[config.mk]
export PLATFORM = sky130hd
export DESIGN_NAME = pts_word_sr
export DESIGN_NICKNAME = d
export VERILOG_FILES = /design/src/rtl/pts_word_sr.sv
export SDC_FILE = /design/constraint.sdc
export NUM_CORES = 1
export LEC_CHECK = 0
export CORE_UTILIZATION = 45
export DETAILED_ROUTE_END_ITERATION = 8
export PLACE_DENSITY = 0.79
export SYNTH_ARGS = -nofsm -noshare
export SYNTH_HDL_FRONTEND = slang
export SYNTH_SLANG_ARGS = --single-unit
[constraint.sdc]
create_clock -name clk -period 1.8 [get_ports clk]
set_input_delay 0.36 -clock clk [delete_from_list [all_inputs] [get_ports clk]]
set_output_delay 0.36 -clock clk [all_outputs]
set_load 0.03 [all_outputs]
[src/rtl/pts_word_sr.sv]
// pts_word_sr -- N-word parallel-to-serial shift register with a valid/ready
// output handshake.
//
// A full frame of NUM_WORDS 32-bit words is captured in one cycle. The words
// are then streamed out one per accepted handshake, highest index first.
// Feeding serial_out into a serial-to-parallel register that shifts on
// out_valid & out_ready rebuilds the original array index-for-index.
//
// Ports:
//   clk          system clock, rising edge
//   n_rst        asynchronous active-low reset
//   clear        synchronous abort, drops the current frame (no done pulse)
//   load_enable  capture parallel_in (only honoured while load_ready)
//   parallel_in  frame words, [NUM_WORDS-1:0] x 32
//   load_ready   idle, a load will be accepted
//   serial_out   current outgoing word
//   out_valid    serial_out holds a valid word
//   out_ready    downstream accepts serial_out this cycle
//   out_last     serial_out is the final word of the frame
//   words_left   words of the current frame not yet accepted
//   done         one-cycle pulse after the final word is accepted
module pts_word_sr #(
   parameter int unsigned NUM_WORDS = 8,
   parameter int unsigned CW        = $clog2(NUM_WORDS + 1)
) (
   input  logic          clk,
   input  logic          n_rst,
   input  logic          clear,
   input  logic          load_enable,
   input  logic [31:0]   parallel_in [NUM_WORDS-1:0],
   output logic          load_ready,
   output logic [31:0]   serial_out,
   output logic          out_valid,
   input  logic          out_ready,
   output logic          out_last,
   output logic [CW-1:0] words_left,
   output logic          done
);

   localparam logic [0:0] IDLE  = 1'b0;
   localparam logic [0:0] SHIFT = 1'b1;

   logic [0:0]    state;
   logic [31:0]   word [NUM_WORDS-1:0];
   logic [CW-1:0] count;
   logic          done_q;
   logic          last;

   assign last = (count == CW'(1));

   // Every output is decoded from registers; out_ready only steers next state.
   assign load_ready = (state == IDLE);
   assign out_valid  = (state == SHIFT);
   assign serial_out = word[NUM_WORDS-1];
   assign out_last   = last;
   assign words_left = count;
   assign done       = done_q;

   always_ff @(posedge clk or negedge n_rst) begin
      if (!n_rst) begin
         state  <= IDLE;
         count  <= '0;
         done_q <= 1'b0;
         for (int unsigned i = 0; i < NUM_WORDS; i++) word[i] <= '0;
      end else begin
         done_q <= 1'b0;
         if (clear) begin
            state <= IDLE;
            count <= '0;
            for (int unsigned i = 0; i < NUM_WORDS; i++) word[i] <= '0;
         end else begin
            case (state)
               IDLE: begin
                  if (load_enable) begin
                     for (int unsigned i = 0; i < NUM_WORDS; i++) word[i] <= parallel_in[i];
                     count <= CW'(NUM_WORDS);
                     state <= SHIFT;
                  end
               end
               SHIFT: begin
                  if (out_ready) begin
                     // Shift toward the top; zeros fill from index 0 so the
                     // registers are empty once the frame has drained.
                     for (int unsigned i = 1; i < NUM_WORDS; i++) word[i] <= word[i-1];
                     word[0] <= '0;
                     count   <= count - CW'(1);
                     if (last) begin
                        state  <= IDLE;
                        done_q <= 1'b1;
                     end
                  end
               end
               default: state <= IDLE;
            endcase
         end
      end
   end

endmodule
* Word-level counts from Yosys, hierarchy flattened *
Cells that the tools add are included.

cells by class
  eq/ne operators = 3
  mux-type cells = 17
  add/sub/neg operators = 1
  reduce and logical (&&, ||, !) cells = 1
  bitwise operators = 1

operators with widths
  operator                                              count
  two-way mux 256 bit                                   3
  case mux 256 bit (2 select lines)                     1
  two-way mux 4 bit                                     3
  two-way mux 1 bit                                     8
  case mux 4 bit (2 select lines)                       1
  != test 3 bit (second input constant)                 2
  equality test 4 x 1 -> 1 bit (second input constant)  1
  subtractor 4 x 1 -> 4 bit (second input constant)     1
  case mux 1 bit (2 select lines)                       1
  AND reduction 2 bit                                   1
  NOT 1 bit                                             1

word-level totals
  word-level logic and storage cells = 34
  bits in registers = 262
  input bits = 261
  output and inout bits = 40

* Logic depth before layout (Yosys ltp) *
  depth in word-level cells = 5
  mapped depth = 7
  depth with buffers taken out = 5

* Least setup slack after synthesis *
No wires, ideal clock.

  kind = register to register
  start = register count[0], in the netlist words_left[0]
  end = register state, in the netlist out_valid
  clock period less this slack = 1.919 ns
  arrival time = 1.748 ns
  setup slack = -0.119 ns
  stages on the path, launching flop included = 4
  path through = dfrtp_1 ha_1 nor3b_1 a311oi_1

between the ends
  cells in the longest elaborated chain, start to end = 5

ends and longest elaborated chain
  element                          RTL line  text
  from (decl)                      45        logic [CW-1:0] count;
  from (signal assigned)           76        count <= CW'(NUM_WORDS);
  from (signal assigned)           86        count <= count - CW'(1);
  equality test 4 x 1 -> 1 bit     49        assign last = (count == CW'(1));
  named net out_last               35        output logic out_last,
  two-way mux 1 bit                87        if (last) begin
  two-way mux 1 bit                81        if (out_ready) begin
  case mux 1 bit (2 select lines)  72        case (state)
  two-way mux 1 bit                67        if (clear) begin
  to (signal assigned)             68        state <= IDLE;
  to (signal assigned)             77        state <= SHIFT;
  to (signal assigned)             88        state <= IDLE;
  to (decl)                        43        logic [0:0] state;

The timed path passes the listed nets, and every way through them passes these cells.
A chain may end at the register's enable or synchronous reset.

* Worst setup path after layout *
  start = register count[1], in the netlist words_left[1]
  end = output port out_last

between the ends
  cells in the longest elaborated chain, start to end = 1

ends and longest elaborated chain
  element                       RTL line
  equality test 4 x 1 -> 1 bit  49
  to (decl)                     35

Every way passes these cells.

==> run summary <==
CTS
--------------------------------------------------------------------------------
TritonCTS clock tree ..............................................         done
Depth of the CTS H-tree ...........................................            1
Skew-Pair Late Insertion Delay ....................................      0.53 ns
Inserted Clock Buffers ............................................           28
Worst-path clk slew ...............................................      0.06 ns
Clk sinks .........................................................          262
CTS max path bufs .................................................            3
Root buffer cell .................................................. sky130_fd_sc_hd__clkbuf_16

FLOORPLANNING
--------------------------------------------------------------------------------
Die Footprint .....................................................    26700 µm²
Chip width ........................................................       163 µm
Number of rows created at floorplan ...............................           58
Core Area .........................................................    25300 µm²
Die Ht ............................................................       163 µm
Starting density of the core ......................................        46.3%
IO Pins ...........................................................          301

GLOBAL ROUTING
--------------------------------------------------------------------------------
Pin count of the biggest net entering global routing ..............           67
First-pass GRT wire length ........................................     48700 µm
Vias in the first global route ....................................         8901
GRT Total Usage ...................................................        23.1%
Number of antenna violations at the first check in global routing .            0
GRT overflow ......................................................            0

ROUTING
--------------------------------------------------------------------------------
Drc violations ....................................................            0
Antenna viol nets, final ..........................................            0
Iter 0 DRT Violations .............................................          638
WL per Instance ...................................................      20.1 µm
Detailed-router iteration count before antenna repair .............            8
Total via count in the routed design ..............................         8769
Post-DR vias/cell .................................................         5.68
Drt total wl ......................................................     31000 µm

CRITICAL PATH
--------------------------------------------------------------------------------
Critical Path Source Type .........................................    flip-flop
Startpoint of the worst setup timing path ......................... words_left[1]
Data arrival at the endpoint of the critical path .................      1.50 ns
Critical Path RT ..................................................      1.44 ns
Critical Setup Path Class ......................................... flip-flop to output pin
Critical Path Sink Type ...........................................   output pin
Worst reg2reg path startpoint .....................................    out_valid
Crit Path Max Fanout ..............................................            2

TIMING
--------------------------------------------------------------------------------
Max-slew headroom .................................................        70.5%
PnR worst setup slack .............................................   -0.0579 ns
Final number of max-transition violations .........................            0
Final number of hold-violating endpoints ..........................            0
Number of setup violations in the final report ....................            2
Share of the clock period used by the worst path after layout .....         103%
Fmax achieved .....................................................    0.538 GHz
Setup repair after global routing missed its margin ...............          yes
Least-Margin Pin Slew .............................................     0.436 ns
Largest clock skew in the final design ............................    0.0130 ns
Clock period minus final worst setup slack ........................      1.86 ns
Worst hold-check slack ............................................     0.323 ns

FINAL LAYOUT
--------------------------------------------------------------------------------
Fraction of layout instances using a drive strength above 1 .......        10.1%
Growth of design area from synthesis to finish ....................        36.2%
FF+latch area .....................................................     6560 µm²
Filler cell count .................................................         1992
Number of diodes added for antenna fixing .........................            0
Final cell utilization of the core ................................        63.0%
Non-filler cells, final ...........................................         1543
Area of the multi-input gates .....................................     4450 µm²
Final layout net count ............................................         1460

POWER AND IR DROP
--------------------------------------------------------------------------------
Worst ir drop on vdd ..............................................     0.634 mV
Static Leakage ....................................................   0.00912 µW
Power density of the placed cells .................................   891 nW/µm²

HOLD PATH
--------------------------------------------------------------------------------
Hold/Removal Path Class ........................................... input pin to asynchronous set/reset pin

LOGIC SYNTHESIS
--------------------------------------------------------------------------------
Leading cell type by number of instances after synthesis .......... sky130_fd_sc_hd__dfrtp_1
Area fraction of the dominant cell type after synthesis ...........        56.0%
Top cell type by total area after synthesis ....................... sky130_fd_sc_hd__dfrtp_1
Count of warnings emitted by yosys ................................            0
Top area cells in the synthesized netlist ......................... sky130_fd_sc_hd__dfrtp_1, sky130_fd_sc_hd__a22o_1, sky130_fd_sc_hd__a21o_1, sky130_fd_sc_hd__nor4b_1, sky130_fd_sc_hd__buf_4
Number of distinct library cells after synthesis ..................           28
Primary flip-flop cell chosen by synthesis mapping ................ sky130_fd_sc_hd__dfrtp_1
Syn_area_per_cell .................................................     12.6 µm²
Leading cell types by count after synthesis ....................... sky130_fd_sc_hd__dfrtp_1, sky130_fd_sc_hd__a21o_1, sky130_fd_sc_hd__a22o_1
Post-synthesis instance total .....................................          931
Async set-reset flop share out of synthesis .......................         100%
Synth Net Count ...................................................         1194
Post-Synthesis Cell Area ..........................................    11700 µm²
Number of register bits inferred by synthesis .....................          262
Post-synthesis sequential area ratio ..............................        56.0%
Post-synth EDFFs ..................................................            0

PLACE
--------------------------------------------------------------------------------
HPWL Detailed .....................................................     21600 µm
Inst Count DP .....................................................         1491
Placer congestion estimate ........................................        0.812
Buffers on Ports ..................................................          300

OUTCOME
--------------------------------------------------------------------------------
Run status ........................................................ finished, violations left
Violations in the final reports ................................... setup timing

FLOW RUN
--------------------------------------------------------------------------------
Max cap viols .....................................................            0

-- sequential cells by signal, indices dropped and copies added (netlist names) --
signal,flops
words_left,4
word,224
serial_out,32
done,1
out_valid,1
-- report_power, final --
group	switching, µW	internal, µW	leakage [µW]
Sequential	249	6280	0.00352
Combinational	894	1120	0.00514
Clock	2250	3410	0.000453
Total	3390	10800	0.00912
-- metal layers --
layer  wire (µm)  global-route usage (%)
met5           0                       0
met4         825                    6.54
met3        2110                    4.70
met2       14500                    37.7
met1       13500                    31.2
-- critical path, stage by stage, from the launching register on --
cell                      delay (ns)
sky130_fd_sc_hd__dfrtp_1        0.40
sky130_fd_sc_hd__inv_2          0.09
sky130_fd_sc_hd__ha_4           0.12
sky130_fd_sc_hd__nor3b_4        0.20
sky130_fd_sc_hd__buf_6          0.16
-- placed cells by master, fill, tap and decap left out, drive strengths merged, types with 2 or more instances in the layout --
| cell type | count |
|---|---|
| ha | 2 |
| mux2i | 9 |
| clkbuf | 44 |
| nor4b | 33 |
| a21o | 247 |
| a22o | 216 |
| mux2 | 10 |
| clkdlybuf4s50 | 258 |
| clkinv | 3 |
| dfrtp | 262 |
| dlygate4sd2 | 35 |
| nor3b | 2 |
| buf | 62 |
| a211oi | 2 |
| nor2 | 10 |
| inv | 5 |
| nand3 | 2 |
-- final cells by class --
type / count / share of cell area [%]
Tap cell: 330 / 2.59
Multi-Input combinational cell: 542 / 27.9
Sequential cell: 262 / 41.1
Timing Repair Buffer: 358 / 22.6
Clock inverter: 4 / 0.306
Clock buffer: 42 / 5.42
Inverter: 5 / 0.118
-- repair_timing --
action | CTS | global route
resized for setup | 46 | 5
hold buffers | 1 | 0
endpoints found under the hold margin | 38 | 0
buffers inserted | 4 | 1
endpoints found under the setup margin | 39 | 5
-- final timing paths --
path / endpoint / slack, ns / cells past startpoint
max: out_last / -0.06 / 4
min: word[217] / 0.32 / 2
max reg2reg: serial_out[11] / 0.17 / 5
min reg2reg: serial_out[5] / 0.47 / 1
max in group asynchronous: out_valid / 0.76 / 3
min in group clk: out_valid / 0.32 / 3
-- metrics by stage --
step                power (µW)  instance area, µm²  setup slack (ns)  TNS (ns)
floorplan                 7580               11700            0.0699         0
global placement          8630               15000            -0.202    -35.23
detailed placement        8680               15000            -0.234    -42.37
CTS                      14400               16000           -0.0488   -0.0533
global route             14800               16000            -0.121    -0.142
finish                   14200               16000           -0.0579   -0.0655
-- cells by family after synthesis --
group | share of synthesized area [%]
compound gates | 32.3
xor+xnor | 0.0748
fa+ha+maj | 0.214
buf+inv | 6.43
flops | 56.0
mux | 1.73
simple gates | 3.31
(Power assumes the default switching activity.)
